<file path="src/rtl/oam_dma_controller_pkg.sv">
// Shared definitions for the Game Boy memory-map blocks that touch OAM DMA.
//   DMA_REG_ADDR : CPU address of the DMA source/trigger register (FF46)
//   OAM_LEN      : number of bytes copied into OAM per transfer
//   dma_state_t  : per-slot sequencing states of the DMA engine
//   echo_fold()  : maps echo-RAM source pages E0..FF onto C0..DF
package gb_mem_pkg;

   localparam logic [15:0] DMA_REG_ADDR = 16'hFF46;
   localparam int          OAM_LEN      = 160;

   typedef enum logic [2:0] {
      IDLE,
      READ,
      CAPTURE,
      WRITE,
      HOLD
   } dma_state_t;

   // E0..FF is an alias of C0..DF; clearing bit 5 folds it back.
   function automatic logic [7:0] echo_fold(input logic [7:0] src);
      return (src >= 8'hE0) ? (src & 8'hDF) : src;
   endfunction

endpackage

</file>
<file path="src/rtl/oam_dma_controller_if.sv">
// Bus bundle between the OAM DMA engine and the memory map.
//   CPU side : cpu_addr/cpu_wren/cpu_data_in in, reg_hit/reg_data_out back
//   Source   : dma_addr/dma_rd_en out, mem_data_in back (1-cycle latency)
//   OAM      : oam_addr/oam_data/oam_wren out
//   Status   : dma_active (memory map blocks CPU), dma_done pulse
// modport master : the DMA engine (drives the source read and OAM write ports)
// modport slave  : the memory map side
interface oam_dma_controller_if;

   logic [15:0] cpu_addr;
   logic        cpu_wren;
   logic [7:0]  cpu_data_in;
   logic        reg_hit;
   logic [7:0]  reg_data_out;
   logic        dma_active;
   logic [15:0] dma_addr;
   logic        dma_rd_en;
   logic [7:0]  mem_data_in;
   logic [7:0]  oam_addr;
   logic [7:0]  oam_data;
   logic        oam_wren;
   logic        dma_done;

   modport master (
      input  cpu_addr, cpu_wren, cpu_data_in, mem_data_in,
      output reg_hit, reg_data_out, dma_active, dma_addr, dma_rd_en,
             oam_addr, oam_data, oam_wren, dma_done
   );

   modport slave (
      output cpu_addr, cpu_wren, cpu_data_in, mem_data_in,
      input  reg_hit, reg_data_out, dma_active, dma_addr, dma_rd_en,
             oam_addr, oam_data, oam_wren, dma_done
   );

endinterface

</file>
<file path="src/rtl/oam_dma_controller.sv">
// Game Boy OAM DMA engine (register FF46).
// A CPU write to FF46 copies OAM_LEN bytes from {src,00..} into OAM 00...
// Each byte takes one slot of BYTE_CYCLES clocks: READ, CAPTURE, WRITE, HOLD*.
// Ports:
//   clock, reset_n : system clock, asynchronous active-low reset
//   bus            : oam_dma_controller_if.master (CPU reg, source read, OAM write)
// All bus outputs are registered except reg_hit, which is a pure address decode.
module oam_dma_controller #(
   parameter int BYTE_CYCLES = 4,
   parameter int OAM_LEN     = gb_mem_pkg::OAM_LEN
) (
   input  logic                    clock,
   input  logic                    reset_n,
   oam_dma_controller_if.master    bus
);
   import gb_mem_pkg::*;

   localparam logic [3:0] SLOT_LAST = 4'(BYTE_CYCLES - 1);
   localparam logic [7:0] IDX_LAST  = 8'(OAM_LEN - 1);

   dma_state_t  state_q;
   logic [7:0]  src_q;
   logic [7:0]  eff_q;
   logic [7:0]  idx_q;
   logic [3:0]  slot_q;
   logic        active_q;
   logic        rd_en_q;
   logic [15:0] dma_addr_q;
   logic [7:0]  oam_addr_q;
   logic [7:0]  oam_data_q;
   logic        oam_wren_q;
   logic        done_q;
   logic        trig;

   assign bus.reg_hit = (bus.cpu_addr == DMA_REG_ADDR);
   assign trig        = bus.cpu_wren && bus.reg_hit;

   always_ff @(posedge clock or negedge reset_n) begin
      if (!reset_n) begin
         state_q    <= IDLE;
         src_q      <= 8'hFF;
         eff_q      <= 8'hDF;
         idx_q      <= 8'h00;
         slot_q     <= 4'h0;
         active_q   <= 1'b0;
         rd_en_q    <= 1'b0;
         dma_addr_q <= 16'h0000;
         oam_addr_q <= 8'h00;
         oam_data_q <= 8'h00;
         oam_wren_q <= 1'b0;
         done_q     <= 1'b0;
      end else begin
         done_q <= 1'b0;
         if (trig) begin
            // (Re)start always wins, including over the final slot end, so a
            // restart never emits dma_done and never drops dma_active.
            src_q      <= bus.cpu_data_in;
            eff_q      <= echo_fold(bus.cpu_data_in);
            state_q    <= READ;
            idx_q      <= 8'h00;
            slot_q     <= 4'h0;
            active_q   <= 1'b1;
            rd_en_q    <= 1'b1;
            dma_addr_q <= {echo_fold(bus.cpu_data_in), 8'h00};
            oam_wren_q <= 1'b0;
         end else if (state_q != IDLE) begin
            slot_q <= slot_q + 4'd1;
            unique case (state_q)
               READ: begin
                  state_q <= CAPTURE;
                  rd_en_q <= 1'b0;
               end
               CAPTURE: begin
                  // Source data is valid this cycle; it becomes the OAM write data.
                  state_q    <= WRITE;
                  oam_wren_q <= 1'b1;
                  oam_addr_q <= idx_q;
                  oam_data_q <= bus.mem_data_in;
               end
               WRITE: begin
                  state_q    <= HOLD;
                  oam_wren_q <= 1'b0;
               end
               default: ;
            endcase
            // Slot end overrides the per-state next state above (covers
            // BYTE_CYCLES == 3, where WRITE is the last cycle of the slot).
            if (slot_q == SLOT_LAST) begin
               slot_q <= 4'h0;
               if (idx_q < IDX_LAST) begin
                  idx_q      <= idx_q + 8'd1;
                  state_q    <= READ;
                  rd_en_q    <= 1'b1;
                  dma_addr_q <= {eff_q, idx_q + 8'd1};
               end else begin
                  idx_q    <= 8'h00;
                  state_q  <= IDLE;
                  active_q <= 1'b0;
                  done_q   <= 1'b1;
               end
            end
         end
      end
   end

   assign bus.reg_data_out = src_q;
   assign bus.dma_active   = active_q;
   assign bus.dma_addr     = dma_addr_q;
   assign bus.dma_rd_en    = rd_en_q;
   assign bus.oam_addr     = oam_addr_q;
   assign bus.oam_data     = oam_data_q;
   assign bus.oam_wren     = oam_wren_q;
   assign bus.dma_done     = done_q;

endmodule

</file>
<file path="src/flat_wrapper.sv">
// flat-port wrapper written by rule: the top's interface ports become plain ports
module oam_dma_controller_flat import gb_mem_pkg::*;
#(
   parameter int BYTE_CYCLES = 4,
   parameter int OAM_LEN     = gb_mem_pkg::OAM_LEN
)
  (clock, reset_n, bus_cpu_addr, bus_cpu_wren, bus_cpu_data_in, bus_mem_data_in, bus_reg_hit, bus_reg_data_out, bus_dma_active, bus_dma_addr, bus_dma_rd_en, bus_oam_addr, bus_oam_data, bus_oam_wren, bus_dma_done);
  oam_dma_controller_if bus_i ();
  input  logic clock;
  input  logic reset_n;
  input wire logic [$bits(bus_i.cpu_addr)-1:0] bus_cpu_addr;
  input wire logic [$bits(bus_i.cpu_wren)-1:0] bus_cpu_wren;
  input wire logic [$bits(bus_i.cpu_data_in)-1:0] bus_cpu_data_in;
  input wire logic [$bits(bus_i.mem_data_in)-1:0] bus_mem_data_in;
  output wire logic [$bits(bus_i.reg_hit)-1:0] bus_reg_hit;
  output wire logic [$bits(bus_i.reg_data_out)-1:0] bus_reg_data_out;
  output wire logic [$bits(bus_i.dma_active)-1:0] bus_dma_active;
  output wire logic [$bits(bus_i.dma_addr)-1:0] bus_dma_addr;
  output wire logic [$bits(bus_i.dma_rd_en)-1:0] bus_dma_rd_en;
  output wire logic [$bits(bus_i.oam_addr)-1:0] bus_oam_addr;
  output wire logic [$bits(bus_i.oam_data)-1:0] bus_oam_data;
  output wire logic [$bits(bus_i.oam_wren)-1:0] bus_oam_wren;
  output wire logic [$bits(bus_i.dma_done)-1:0] bus_dma_done;
  assign bus_i.cpu_addr = bus_cpu_addr;
  assign bus_i.cpu_wren = bus_cpu_wren;
  assign bus_i.cpu_data_in = bus_cpu_data_in;
  assign bus_i.mem_data_in = bus_mem_data_in;
  assign bus_reg_hit = bus_i.reg_hit;
  assign bus_reg_data_out = bus_i.reg_data_out;
  assign bus_dma_active = bus_i.dma_active;
  assign bus_dma_addr = bus_i.dma_addr;
  assign bus_dma_rd_en = bus_i.dma_rd_en;
  assign bus_oam_addr = bus_i.oam_addr;
  assign bus_oam_data = bus_i.oam_data;
  assign bus_oam_wren = bus_i.oam_wren;
  assign bus_dma_done = bus_i.dma_done;
  oam_dma_controller #(.BYTE_CYCLES(BYTE_CYCLES), .OAM_LEN(OAM_LEN)) u_core (.clock(clock), .reset_n(reset_n), .bus(bus_i));
endmodule
</file>
<file path="config.mk">
export PLATFORM = sky130hd
export DESIGN_NAME = oam_dma_controller_flat
export DESIGN_NICKNAME = d
export VERILOG_FILES = /design/src/rtl/oam_dma_controller_pkg.sv /design/src/rtl/oam_dma_controller_if.sv /design/src/rtl/oam_dma_controller.sv /design/src/flat_wrapper.sv
export SDC_FILE = /design/constraint.sdc
export NUM_CORES = 1
export LEC_CHECK = 0
export CORE_UTILIZATION = 52
export CTS_CLUSTER_SIZE = 8
export DETAILED_ROUTE_END_ITERATION = 6
export PLACE_DENSITY_LB_ADDON = 0.1
export SKIP_CTS_REPAIR_TIMING = 1
export SYNTH_ARGS = -nofsm -noshare
export SYNTH_HDL_FRONTEND = slang
export SYNTH_SLANG_ARGS = --single-unit
</file>
<file path="constraint.sdc">
create_clock -name clock -period 3.2 [get_ports clock]
set_input_delay 0.32 -clock clock [delete_from_list [all_inputs] [get_ports clock]]
set_output_delay 0.32 -clock clock [all_outputs]
set_load 0.02 [all_outputs]
</file>
==> impl_metrics.py <==
metrics = {
    "floorplan": {
        "coreArea_um2": 5240,
        "die_area_um2": 5890,
        "start_util_pct": 55.5,
        "fp-row-count": 26,
        "io_pins": 80,
        "die_h_um": 76.7,
        "die_w_um": 76.7,
    },
    "logic_synthesis": {
        "async_flop_share_pct": 100,
        "netlist_area_um2": 2910,
        "yosys-top-cells-count": "dfrtp_1, a21oi_1, mux2_4",
        "synth_edf_count": 0,
        "synth_sequential_area_ratio_pct": 52.0,
        "syn_inst": 244,
        "synth_nets": 281,
        "synth-seq-cells": 60,
        "netlist_top_cells_area": "dfrtp_1, mux2_4, dfstp_2",
        "yosys.area.top_type": "dfrtp_1",
        "avgSynthCellArea_um2": 11.9,
        "synth_top_area_share_pct": 44.8,
        "synth.most_common_cell": "dfrtp_1",
        "yosysWarnings": 0,
        "synth_cell_type_count": 44,
        "ys.flop_type": "dfrtp_1",
    },
    "route": {
        "wirelength_mm": 6.34,
        "drc_errors": 0,
        "viasPerCell": 5.69,
        "wire_per_inst_um": 16.1,
        "firstDrtPassIters": 4,
        "drt-initial-drc-count": 209,
        "ant_nets": 0,
        "routed-via-count": 2242,
    },
    "sta": {
        "min_period_over_period_pct": 77.8,
        "fin_setup_tns_ps": 0,
        "drv_slew": 0,
        "finalSetupViolCount": 0,
        "fin_ws_ps": 711,
        "max_slew_margin_pct": 29.4,
        "fin_skew_ps": 8.22,
        "max_freq_ghz": 0.402,
        "layout_min_cycle_time_ps": 2490,
        "grt_setup_unrepaired": "false",
        "hold_violations": 0,
        "max_slew.worst_pin.slew_ps": 1060,
    },
    "setup_path": {
        "worst-r2r-cell-count": 3,
        "critPathArrivalTime_ps": 2170,
        "endpoint": "bus_reg_hit",
        "critical_path_required_ps": 2880,
        "cp-startpoint": "bus_cpu_addr[4]",
        "end_kind": "primary output",
        "crit_path_top_delay_cell": "clkdlybuf4s50_1",
        "crit_top_cell": "clkdlybuf4s50_1",
        "path_cells": "clkdlybuf4s50_1 > or4b_4 > nor4_4 > clkdlybuf4s50_1",
        "critPathLaunchType": "input port",
        "crit_buf_inv": 2,
        "path_class": "input port to primary output",
        "worst-r2r-setup-slack_ps": 940,
        "critPathMaxStageDelay_ps": 670,
        "cp_num_cells": 4,
        "cp_max_fo": 2,
        "r2r-end": "u_core.bus.oam_data[2]",
        "cpLargestDelayFamily": "buffers and inverters",
        "r2r-start": "u_core.state_q[2]",
    },
    "place": {
        "place_inst": 378,
        "portBuffers": 79,
        "post-place-ws_ps": 630,
        "dp_hpwl_mm": 4.19,
        "gp_congestion": 0.753,
    },
    "finish": {
        "finalNonFillerCells": 394,
        "utilization_pct": 73.8,
        "layout.nets": 356,
        "fillers": 377,
        "synthToLayoutAreaGrowth_pct": 33.1,
        "layout-drive-gt1-share_pct": 19.4,
        "antennaDiodeCount": 0,
    },
    "clocking": {
        "cts_buffers": 9,
        "clock-sinks": 60,
        "clock_path_buffers": 2,
        "path_clk_slew_ps": 60,
        "cts_tree": "built",
        "cts-root-buf": "clkbuf_8",
        "cts.htree.levels": 3,
        "clkLatencyLatePin_ps": 330,
    },
    "global_route": {
        "antenna_found_initial": 0,
        "grt-ovfl-total": 0,
        "grt_pass1_vias": 2216,
        "grt_pass1_wl_mm": 10.7,
        "grt_max_degree": 61,
        "groute.usage.overall_pct": 23.4,
    },
    "job": {
        "cap_violations": 0,
    },
    "power_and_ir_drop": {
        "ir_drop_mv": 0.387,
        "power_mw": 2.91,
        "power_density_nw_per_um2": 753,
        "leakage_nw": 1.61,
    },
    "min_path": {
        "hold_class": "input port to async pin",
    },
    "run_status": {
        "outcome": "finished clean",
    },
}
==> stage by stage <==
stage,cell area (µm²),hold WS [ps]
finish,3870,143
detailed placement,3700,497
floorplan,2910,24.4
global placement,3700,492
CTS,3870,166
global route,3870,194
==> per-layer routing <==
layer | GRT usage [%] | wire (µm) | share of wire [%] | vias up
met5 | 0 | 0 | 0 | -
met4 | 11.0 | 71 | 1.1 | 0
met3 | 5.12 | 333 | 5.3 | 12
met2 | 37.5 | 3140 | 50 | 72
met1 | 30.1 | 2800 | 44 | 1102
li1 | - | - | - | 1056
==> cell type report <==
type	count	area [µm²]	share of cell area, %
Tap cell	70	87.6	2.26
Inverter	3	11.3	0.291
Multi-Input combinational cell	157	1240	32.1
Sequential cell	60	1510	39.1
Clock buffer	14	153	3.95
Timing Repair Buffer	88	853	22.1
Clock inverter	2	10.0	0.259
==> worst reg2reg max path: stages, from the launching register on <==
cell	delay, ps
dfrtp_1	450
or3_1	470
a21oi_2	800
mux2_2	430
==> power by group <==
| group | leakage, nW | internal [mW] | switching [mW] | total, mW |
|---|---|---|---|---|
| combinational | 0.826 | 0.614 | 0.544 | 1.16 |
| sequential | 0.705 | 1.00 | 0.182 | 1.18 |
| clock | 0.0844 | 0.301 | 0.271 | 0.572 |
==> layout by cell type (no fill, tap or decap), types with 3 or more instances in the layout <==
| cell | count |
|---|---|
| clkbuf_1 | 4 |
| a32oi_1 | 8 |
| a211oi_1 | 3 |
| nand3_1 | 3 |
| clkdlybuf4s50_1 | 78 |
| nand2_1 | 12 |
| nor3_1 | 6 |
| xnor2_1 | 4 |
| dfstp_2 | 8 |
| a31oi_1 | 3 |
| buf_4 | 9 |
| clkbuf_8 | 10 |
| or3_1 | 4 |
| dfrtp_1 | 52 |
| inv_1 | 3 |
| mux2_4 | 18 |
| nor2_1 | 7 |
| a21oi_1 | 19 |
| mux2_2 | 8 |
| a2bb2oi_1 | 8 |
| nand4b_1 | 5 |
| a311oi_1 | 5 |
| o21ai_0 | 16 |
==> worst min-delay path by stage <==
stage	startpoint	endpoint	slack, ps
2_1_floorplan	reset_n	u_core.bus.dma_active	20
6_report	reset_n	u_core.bus.oam_addr[0]	140
3_5_place_dp	u_core.bus.oam_data[7]	u_core.bus.oam_data[7]	500
4_1_cts	reset_n	u_core.bus.oam_addr[0]	170
3_3_place_gp	u_core.eff_q[5]	u_core.eff_q[5]	490
5_1_grt	reset_n	u_core.bus.oam_addr[0]	190
==> kinds of logic (layout without fill, tap and decap cells) <==
| family | after synthesis | after routing | share of synthesized area (%) |
|---|---|---|---|
| adder cells (fa/ha/maj) | 2 | 2 | 0.861 |
| flip-flops | 60 | 60 | 52.0 |
| AND/OR/NAND/NOR | 53 | 53 | 11.5 |
| multiplexers | 27 | 27 | 12.7 |
| XOR/XNOR | 6 | 6 | 1.81 |
| buffers and inverters | 27 | 107 | 5.38 |
| AO/OA/AOI/OAI | 69 | 69 | 15.7 |
==> flip-flops by register name, summed over array words and instances, names as in the netlist <==
name                     flops
u_core.bus.dma_addr         16
u_core.bus.oam_addr          8
u_core.bus.oam_data          8
u_core.eff_q                 8
u_core.idx_q                 8
u_core.slot_q                4
u_core.state_q               3
u_core.bus.dma_active        1
u_core.bus.dma_done          1
u_core.bus.dma_rd_en         1
u_core.bus.oam_wren          1
u_core.bus.reg_data_out      1
No activity file was read; power rests on OpenSTA's default activity.
